$ cat src/rtl/div_pkg.sv
// rtl/div_pkg.sv - shared types and constants for the restoring divider controller
//
// Contents:
//   DIV_WIDTH   - default operand width, which is also the iteration count
//   div_state_t - controller state encoding (IDLE, INIT, SHIFT, TEST, DONE)
//   cnt_width() - width of the iteration counter for a given operand width
package div_pkg;

  localparam int DIV_WIDTH = 8;

  typedef enum logic [2:0] {
    IDLE  = 3'd0,
    INIT  = 3'd1,
    SHIFT = 3'd2,
    TEST  = 3'd3,
    DONE  = 3'd4
  } div_state_t;

  // Keep at least one bit so a WIDTH of 1 still yields a legal vector.
  function automatic int cnt_width(input int w);
    return (w <= 1) ? 1 : $clog2(w);
  endfunction

endpackage

$ cat src/rtl/div_cnt.sv
// rtl/div_cnt.sv - iteration counter for the divider controller
//
// Ports:
//   clk  - clock, rising edge
//   rst  - asynchronous active-low reset
//   clr  - clear the count to 0 (asserted in INIT)
//   inc  - advance the count by one (asserted in TEST)
//   last - high while the count equals WIDTH-1, i.e. the final iteration
module div_cnt
  import div_pkg::*;
#(
  parameter int WIDTH = DIV_WIDTH
) (
  input  logic clk,
  input  logic rst,
  input  logic clr,
  input  logic inc,
  output logic last
);

  localparam int CW = cnt_width(WIDTH);

  logic [CW-1:0] cnt_q;
  logic [CW-1:0] cnt_d;

  // The increment after the last iteration may wrap; INIT clears it
  // before the count is used again.
  always_comb begin
    cnt_d = cnt_q;
    if (clr) begin
      cnt_d = '0;
    end else if (inc) begin
      cnt_d = cnt_q + 1'b1;
    end
  end

  always_ff @(posedge clk or negedge rst) begin
    if (!rst) begin
      cnt_q <= '0;
    end else begin
      cnt_q <= cnt_d;
    end
  end

  assign last = (cnt_q == CW'(WIDTH - 1));

endmodule

$ cat src/rtl/div_ctrl.sv
// rtl/div_ctrl.sv - controller FSM sequencing the 8-bit restoring divider datapath
//
// Optional feature macro: DIV_ZERO_DETECT_EN (divide-by-zero short-cut).
//
// Ports:
//   clk      - clock, rising edge
//   rst      - asynchronous active-low reset
//   start    - division request, sampled only in IDLE
//   dz       - divisor-is-zero flag, valid with start
//   MostOut  - datapath sign of (A - M); 1 = negative, do not load A
//   LoadM    - load divisor register
//   InitA    - clear A
//   LoadQ    - write Q (dividend when LeastSel=0, set Q[0] when LeastSel=1)
//   LeastSel - LoadQ function select
//   LoadA    - load A with A - M
//   ShiftAQ  - shift {A,Q} left, 0 into Q[0]
//   busy     - high in INIT, SHIFT and TEST
//   done     - one-cycle completion pulse
//   err      - divide-by-zero, valid with done
module div_ctrl
  import div_pkg::*;
#(
  parameter int WIDTH = DIV_WIDTH
) (
  input  logic clk,
  input  logic rst,
  input  logic start,
  input  logic dz,
  input  logic MostOut,
  output logic LoadM,
  output logic InitA,
  output logic LoadQ,
  output logic LeastSel,
  output logic LoadA,
  output logic ShiftAQ,
  output logic busy,
  output logic done,
  output logic err
);

  div_state_t state_q;
  div_state_t state_d;
  logic       cnt_clr;
  logic       cnt_inc;
  logic       cnt_last;

`ifdef DIV_ZERO_DETECT_EN
  logic       err_q;
  logic       err_d;
`else
  logic       unused_dz;
  assign unused_dz = dz;
`endif

  div_cnt #(
    .WIDTH (WIDTH)
  ) u_cnt (
    .clk  (clk),
    .rst  (rst),
    .clr  (cnt_clr),
    .inc  (cnt_inc),
    .last (cnt_last)
  );

  always_comb begin
    state_d  = state_q;
    LoadM    = 1'b0;
    InitA    = 1'b0;
    LoadQ    = 1'b0;
    LeastSel = 1'b0;
    LoadA    = 1'b0;
    ShiftAQ  = 1'b0;
    busy     = 1'b0;
    done     = 1'b0;
    err      = 1'b0;
    cnt_clr  = 1'b0;
    cnt_inc  = 1'b0;
`ifdef DIV_ZERO_DETECT_EN
    err_d    = err_q;
`endif

    case (state_q)
      IDLE: begin
        if (start) begin
`ifdef DIV_ZERO_DETECT_EN
          // A zero divisor bypasses the datapath entirely.
          if (dz) begin
            err_d   = 1'b1;
            state_d = DONE;
          end else begin
            err_d   = 1'b0;
            state_d = INIT;
          end
`else
          state_d = INIT;
`endif
        end
      end
      INIT: begin
        LoadM   = 1'b1;
        InitA   = 1'b1;
        LoadQ   = 1'b1;
        busy    = 1'b1;
        cnt_clr = 1'b1;
        state_d = SHIFT;
      end
      SHIFT: begin
        ShiftAQ = 1'b1;
        busy    = 1'b1;
        state_d = TEST;
      end
      TEST: begin
        busy    = 1'b1;
        cnt_inc = 1'b1;
        // Non-negative trial difference: commit it and set the quotient
        // bit. Negative: leave A alone, which is the implicit restore.
        if (!MostOut) begin
          LoadA    = 1'b1;
          LoadQ    = 1'b1;
          LeastSel = 1'b1;
        end
        state_d = cnt_last ? DONE : SHIFT;
      end
      DONE: begin
        done    = 1'b1;
`ifdef DIV_ZERO_DETECT_EN
        err     = err_q;
`endif
        state_d = IDLE;
      end
      default: begin
        state_d = IDLE;
      end
    endcase
  end

  always_ff @(posedge clk or negedge rst) begin
    if (!rst) begin
      state_q <= IDLE;
    end else begin
      state_q <= state_d;
    end
  end

`ifdef DIV_ZERO_DETECT_EN
  always_ff @(posedge clk or negedge rst) begin
    if (!rst) begin
      err_q <= 1'b0;
    end else begin
      err_q <= err_d;
    end
  end
`endif

endmodule

$ cat config.mk
export PLATFORM = sky130hd
export DESIGN_NAME = div_ctrl
export DESIGN_NICKNAME = d
export VERILOG_FILES = /design/src/rtl/div_pkg.sv /design/src/rtl/div_cnt.sv /design/src/rtl/div_ctrl.sv
export SDC_FILE = /design/constraint.sdc
export NUM_CORES = 1
export LEC_CHECK = 0
export CORE_AREA = 5 5 42 44
export DETAILED_ROUTE_END_ITERATION = 6
export DIE_AREA = 0 0 47 49
export MAX_ROUTING_LAYER = met4
export PLACE_DENSITY = 0.61
export RECOVER_POWER = 100
export SYNTH_ARGS = -nofsm -noshare
export SYNTH_HDL_FRONTEND = slang
export SYNTH_SLANG_ARGS = --single-unit
$ cat constraint.sdc
create_clock -name clk -period 1.4 [get_ports clk]
set_clock_uncertainty 0.1 [all_clocks]
set_input_delay 0.21 -clock clk [delete_from_list [all_inputs] [get_ports clk]]
set_output_delay 0.21 -clock clk [all_outputs]
set_load 0.02 [all_outputs]
Yosys cells after proc, flatten, opt, wreduce, memory -nomap -nowiden
Cells that the tools add are included.
{ "word_totals": {"input_bits": 5, "elab_cells": 25, "out_inout_bits": 9, "ff_bits": 6} }
{ "op_classes": {"n_reduce_logical": 3, "n_eq_ne": 6, "addsub": 1, "muxes": 13} }
{ "ops": {"columns": ["cell", "count"], "rows": [
  ["$mux 3", 4],
  ["$pmux 3 s4", 1],
  ["$mux 1", 7],
  ["$eq 3x2->1 const B", 2],
  ["$eq 3x3->1 const B", 2],
  ["$add 3x1->3 const B", 1],
  ["$eq 3x1->1 const B", 1],
  ["$logic_not 3->1", 1],
  ["$reduce_or 3->1", 1],
  ["$ne 2x2->1 const B", 1],
  ["$pmux 1 s2", 1],
  ["$reduce_bool 2->1", 1]
]} }

Depth between registers and ports, before layout
Gate-level depths: netlist (run 1).
{ "logic_depth": {"ltp_word": 4, "mapped_depth": 4, "mapped_depth_nobuf": 4} }

Cells and area by module
Synthesis (run 1) repeated with hierarchy kept, for this count alone.
{ "hier_totals": {"cells_unflattened": 33, "area_unflattened_um2": 321.6} }
{ "by_module_without_submodules": {"columns": ["mod", "cells_per_inst", "area_per_inst_um2", "seq_area_each_um2", "instances"], "rows": [
  ["div_ctrl", 22, 181.4, 75.1, 1],
  ["div_cnt", 11, 140.1, 75.1, 1]
]} }

Worst setup path after synthesis (run 1)
OpenSTA, ideal clock, no wires.
{ "synth_path": {"path_type": "register to output", "from": "reg state_q[2]", "to": "out LoadA", "stages_incl_launch_ff": 5, "required_time_ns": 1.090, "arrival_time_ns": 1.522, "path_slack_ns": -0.432, "path_buffers": 2, "cell_sequence": "dfrtp_1 nand2b_1 buf_6 nor3b_1 buf_4"} }
{ "synth_between": {"elab_chain_len": 2} }
{ "synth_rtl": {"columns": ["item", "line", "rtl"], "rows": [
  ["from (decl)", "div_ctrl.sv:41", "div_state_t state_q;"],
  ["from (signal assigned)", "div_ctrl.sv:141", "state_q <= state_d;"],
  ["$eq 3x2->1", null, null],
  ["$mux 1", null, null],
  ["to (decl)", "div_ctrl.sv:34", "output logic LoadA,"]
]} }
Every way passes these cells.

Final worst setup path (run 1)
{ "layout_path": {"from": "reg state_q[2]", "to": "out LeastSel"} }
{ "layout_between": {"elab_chain_len": 2} }
{ "layout_rtl": {"columns": ["item", "line", "rtl"], "rows": [
  ["$eq 3x2->1", "div_ctrl.sv:82", "case (state_q)"],
  ["$mux 1", "div_ctrl.sv:82", null],
  ["to (decl)", "div_ctrl.sv:33", "output logic LeastSel,"]
]} }
Every way passes these cells.

==> results of run 1 <==
## power by group
part	internal (mW)	switching (mW)	total (mW)
Combinational	0.433	0.359	0.792
Sequential	0.259	0.0703	0.329
Clock	0.0967	0.0581	0.155
## layer usage
layer	track usage (%)	routed length [um]	vias to the layer above	share of wire, %
met1	8.48	256	122	40
met2	7.69	252	14	40
met5	-	0	-	0
met4	2.76	0	0	0
met3	6.27	123	0	19
li1	-	-	144	-
## kinds of logic (layout without fill, tap and decap cells)
family	after synthesis	after routing	share of synthesized area, %
adders and majority gates	2	2	7.22
muxes	3	3	10.1
buffers and inverters	7	23	13.4
and+or+nand+nor	16	16	23.5
other	1	1	1.08
DFF	6	6	43.3
AOI/OAI and AO/OA	1	1	1.44
## placed cells by master, fill, tap and decap left out, types with 3 or more instances in the layout
cell type / count
dfrtp_1: 5
nor2_1: 3
buf_6: 3
nand2_1: 3
buf_4: 11
clkbuf_4: 3
## final timing paths
| kind | cells after the start | from | slack, ns | end |
|---|---|---|---|---|
| setup / recovery | 3 | state_q[2] | -0.04 | LeastSel |
| hold / removal | 1 | rst | 0.19 | state_q[2] |
| setup reg to reg | 4 | state_q[1] | 0.12 | u_cnt.cnt_q[0] |
| hold reg to reg | 2 | u_cnt.cnt_q[1] | 0.43 | u_cnt.cnt_q[1] |
| max in group asynchronous | 1 | rst | 0.76 | state_q[0] |
| min in group clk | 2 | u_cnt.cnt_q[1] | 0.43 | u_cnt.cnt_q[1] |
## through the flow
step / TNS, ns / worst slack (ns) / power [mW] / instance area, um^2
after global placement: -2.00 / -0.386 / 1.12 / 512
after CTS: -0.194 / -0.0858 / 1.25 / 505
after floorplan: -0.0745 / -0.0745 / 0.855 / 372
after detailed placement: -2.06 / -0.408 / 1.13 / 512
final: -0.0904 / -0.0436 / 1.28 / 532
after global routing: -0.483 / -0.128 / 1.40 / 532
## registers in the layout, summed over array words and instances (netlist names)
register     cells
u_cnt.cnt_q      3
state_q          3
## area by class of cell
cell class,count,area share (%)
multi-input combinational,23,33.6
sequential,6,28.5
timing repair buffer,18,28.5
clock buffer,3,4.24
tap,16,3.76
inverter,2,1.41
## timing repair
item                                    4_1_cts  5_1_grt
pin swaps                                     0        1
resized for setup                            37        9
endpoints found under the setup margin        8        8
## synth_stat cells, drive strengths merged
| cell type | count |
|---|---|
| and2 | 1 |
| dfrtp | 6 |
| buf | 5 |
| and3 | 1 |
| nor3 | 2 |
| mux2i | 2 |
| inv | 2 |
| nand2 | 3 |
| a21oi | 1 |
| nor3b | 2 |
| ha | 2 |
| mux2 | 1 |
| conb | 1 |
| nor2b | 1 |
| nor2 | 5 |
| nand2b | 1 |
==> impl_metrics.tcl, run 1 <==
set metrics [dict create \
    viasPerCell 4.12 \
    status "finished with violations" \
    critPathKind "reg -> out" \
    netlist_area_um2 347 \
    synthTopCellsByArea "dfrtp_1 43%, ha_1 7.2%, buf_4 6.5%" \
    antenna_cells 0 \
    grt_pass1_vias 245 \
    cap_violations 0 \
    die_w_um 47 \
    start_util_pct 24.7 \
    dp_cells 65 \
    cp-start-kind "flip-flop" \
    finalCriticalPeriod_ns 1.44 \
    fin_worst_hold_slack_ns 0.188 \
    crit_slowest_cell "dfrtp_1" \
    antenna_left 0 \
    slew_viol_final 0 \
    arrival_ns 1.13 \
    grt_pass1_wl_mm 1.07 \
    rows 14 \
    n_fill_cell 153 \
    gp_congestion 0.670 \
    setup_slack_ns -0.0436 \
    violations "setup timing" \
    fin_util_pct 37.9 \
    required_ns 1.09 \
    yosys.area.top_type_share_pct 43.3 \
    grt_max_degree 7 \
    drc 0 \
    htreeDepth 1 \
    cts_tree "yes" \
    synth_fp_nets 43 \
    seq_area_um2 151 \
    drt_iter0_drc 0 \
    ctsLongestPathBuffers 2 \
    worstHoldPathType "in -> async" \
    worstPathMaxFanout 4 \
    multiInputGateArea_um2 179 \
    cts_setup_buffers 0 \
    dieArea_um2 2300 \
    rsz0062_at_grt "yes" \
    synth_cell_type_count 18 \
    finalWirelength_um 633 \
    cts_root_buffer "clkbuf_4" \
    grt.total_usage_pct 6.89 \
    antenna_found_initial 0 \
    core_area_um2 1400 \
    cts_hold_buf 0 \
    syn-mean-instance-area_um2 9.63 \
    wl_per_cell_um 9.31 \
    ys_warn_count 0 \
    via_count 280 \
    critPathCaptureType "primary output" \
    slowest_delay_ns 0.37 \
    crit_chain "nand2b_4 -> nor3b_4 -> buf_6" \
    nNetsFinal 61 \
    numPortBuffers 11 \
    vdd_drop_max_uv 844 \
    crit_family "flip-flops" \
    drt_first_pass_iters 1 \
    ys_ff_latch 6 \
    hold_viol 0 \
    grt-ovfl-total 0 \
    leakage_nw 0.268 \
    cts_buffers 3 \
    hpwlAfterDp_um 515 \
    finalCritPeriodShare_pct 103 \
    setup_viol 3 \
    area_growth_syn_to_layout_pct 53.4 \
    clock_latency_ns 0.24 \
    die_h_um 49 \
    synth.yosys.seq_area_share_pct 43.3 \
    clkTransAtPathRegs_ns 0.05 \
    stdcell_count 68 \
    critPathBufInv 1 \
    num_io_pins 14 \
    drive_above_1_share_pct 50.0 \
    powerDensity_nw_per_um2 2400 \
    syn-instance-count 36 \
    yosysTopAreaCell "dfrtp_1" \
    clock-sinks 6 \
    fmax_ghz 0.693 \
]
Note: power is estimated with default switching activity, not from simulation.
==> inputs of run 2 (changes only) <==
--- a/config.mk
+++ b/config.mk
@@ -8,8 +8,9 @@
 export CORE_AREA = 5 5 42 44
 export DETAILED_ROUTE_END_ITERATION = 6
 export DIE_AREA = 0 0 47 49
+export DONT_BUFFER_PORTS = 1
 export MAX_ROUTING_LAYER = met4
-export PLACE_DENSITY = 0.61
+export PLACE_DENSITY = 0.47
 export RECOVER_POWER = 100
 export SYNTH_ARGS = -nofsm -noshare
 export SYNTH_HDL_FRONTEND = slang
==> impl_metrics.tcl, run 2 (synthesized netlist as in run 1, its figures left out) <==
set metrics [dict create \
    r2r-start "state_q[1]" \
    setup_slack_ns -0.0665 \
    drt_first_pass_iters 3 \
    die_h_um 49 \
    grt_max_degree 8 \
    reg.largest.list "state_q x3, u_cnt.cnt_q x3" \
    arrival_ns 1.16 \
    ctsLongestPathBuffers 2 \
    antenna_left 0 \
    worstPathMaxFanout 4 \
    wl_met1_um 285 \
    hold_start "start" \
    fin_util_pct 34.0 \
    area_growth_syn_to_layout_pct 37.5 \
    p_int_uw 734 \
    grt-ovfl-total 0 \
    power_frac_seq_pct 28.6 \
    rows 14 \
    fin_worst_hold_slack_ns 0.0353 \
    status "finished with violations" \
    hold_end "state_q[0]" \
    num_io_pins 14 \
    finalWirelength_um 726 \
    cts_root_buffer "clkbuf_4" \
    antenna_cells 0 \
    drc 0 \
    rsz0062_at_grt "yes" \
    gp_congestion 0.706 \
    crit_chain "nand2b_4 -> nor3b_4 -> buf_12" \
    die_w_um 47 \
    fmax_ghz 0.682 \
    clkTransAtPathRegs_ns 0.05 \
    nNetsFinal 53 \
    htreeDepth 1 \
    violations "setup timing" \
    place_area_um2 419 \
    slowest_delay_ns 0.37 \
    critPathCaptureType "primary output" \
    viasPerCell 4.43 \
    finalCritPeriodShare_pct 105 \
    numPortBuffers 0 \
    drive_above_1_share_pct 43.2 \
    r2r_setup_slack_ns 0.06 \
    hold_depth 2 \
    slew_viol_final 0 \
    grt_pass1_vias 295 \
    clock-sinks 6 \
    setup_viol 3 \
    final_area_um2 477 \
    antenna_found_initial 0 \
    cts_buffers 3 \
    grt_pass1_wl_mm 1.26 \
    hpwlAfterDp_um 544 \
    critPathKind "reg -> out" \
    final_common_cell "buf_4" \
    leakage_nw 0.228 \
    p_sw_uw 502 \
    highest_layer "met4" \
    worstHoldPathType "in -> reg" \
    drt_iter0_drc 5 \
    grt.total_usage_pct 8.07 \
    crit_slowest_cell "dfrtp_1" \
    r2r_end "u_cnt.cnt_q[0]" \
    wl_per_cell_um 12.1 \
    pwr-share-clk_pct 12.9 \
    powerDensity_nw_per_um2 2590 \
    r2r_cells 4 \
    final_cell_mix "6 x buf_4, 4 x dfrtp_1, 3 x nor2_1, 3 x nand2_1, 3 x clkbuf_4" \
    dieArea_um2 2300 \
    cts_tree "yes" \
    start_util_pct 24.7 \
    switching_share_pct 40.6 \
    vdd_drop_max_uv 859 \
    wl_met3_um 62 \
    wl_met2_um 373 \
    required_ns 1.09 \
    place_ws_ns 0.0630 \
    hold_viol 0 \
    clock_latency_ns 0.24 \
    cap_violations 0 \
    cp-start-kind "flip-flop" \
    core_area_um2 1400 \
    finalCriticalPeriod_ns 1.47 \
    combPwrFrac_pct 58.6 \
    via_count 266 \
]
-- run 2: area by class of cell --
type	instances	area, um^2
repair buffers	10	98.8
well taps	16	20.0
multi-input cells	23	175
clock buffers	3	22.5
inverters	2	7.51
fillers	159	925
flip-flops and latches	6	153
-- run 2: how the worst max path moves through the flow --
stage,start,slack [ns],cells after the start,endpoint
2_1_floorplan,state_q[2],-0.07,4,LoadA
3_3_place_gp,u_cnt.cnt_q[0],0.14,4,state_q[1]
3_5_place_dp,u_cnt.cnt_q[0],0.06,4,state_q[1]
4_1_cts,state_q[2],-0.08,3,LeastSel
5_1_grt,state_q[2],-0.12,3,LeastSel
6_report,state_q[2],-0.07,3,LoadA
-- run 2: critical path: cells and delay by family (launching register included) --
kind	cells	cell delay, ns
flops	1	0.37
simple gates	2	0.39
buf+inv	1	0.15
-- run 2: power by group through the flow --
stage          clock network, mW  registers, mW  logic [mW]
3_5_place_dp                   0          0.355       0.663
3_3_place_gp                   0          0.345       0.637
6_report                   0.159          0.353       0.724
5_1_grt                    0.176          0.362       0.790
2_1_floorplan                  0          0.309       0.547
4_1_cts                    0.167          0.354       0.745
-- run 2: what timing repair did --
action                     4_1_cts  5_1_grt
hold endpoints to repair         6        0
gates cloned                     0        0
pin swaps                        1        0
buffers inserted                 3        0
hold buffers                     1        0
gates resized for setup          4        0
setup endpoints to repair        8        8
-- run 2: per-stage QoR --
stage	TNS (ns)	std cells	power [mW]
detailed placement	0	53	1.02
floorplan	-0.0745	36	0.855
global route	-0.556	60	1.33
finish	-0.172	60	1.24
CTS	-0.219	60	1.27
global placement	0	53	0.982
-- run 2: per-layer routing --
layer  up-vias  track usage [%]
met5         -                -
met4         0             4.15
met3         2             4.43
met2         6             11.8
met1       129             8.52
li1        129                -
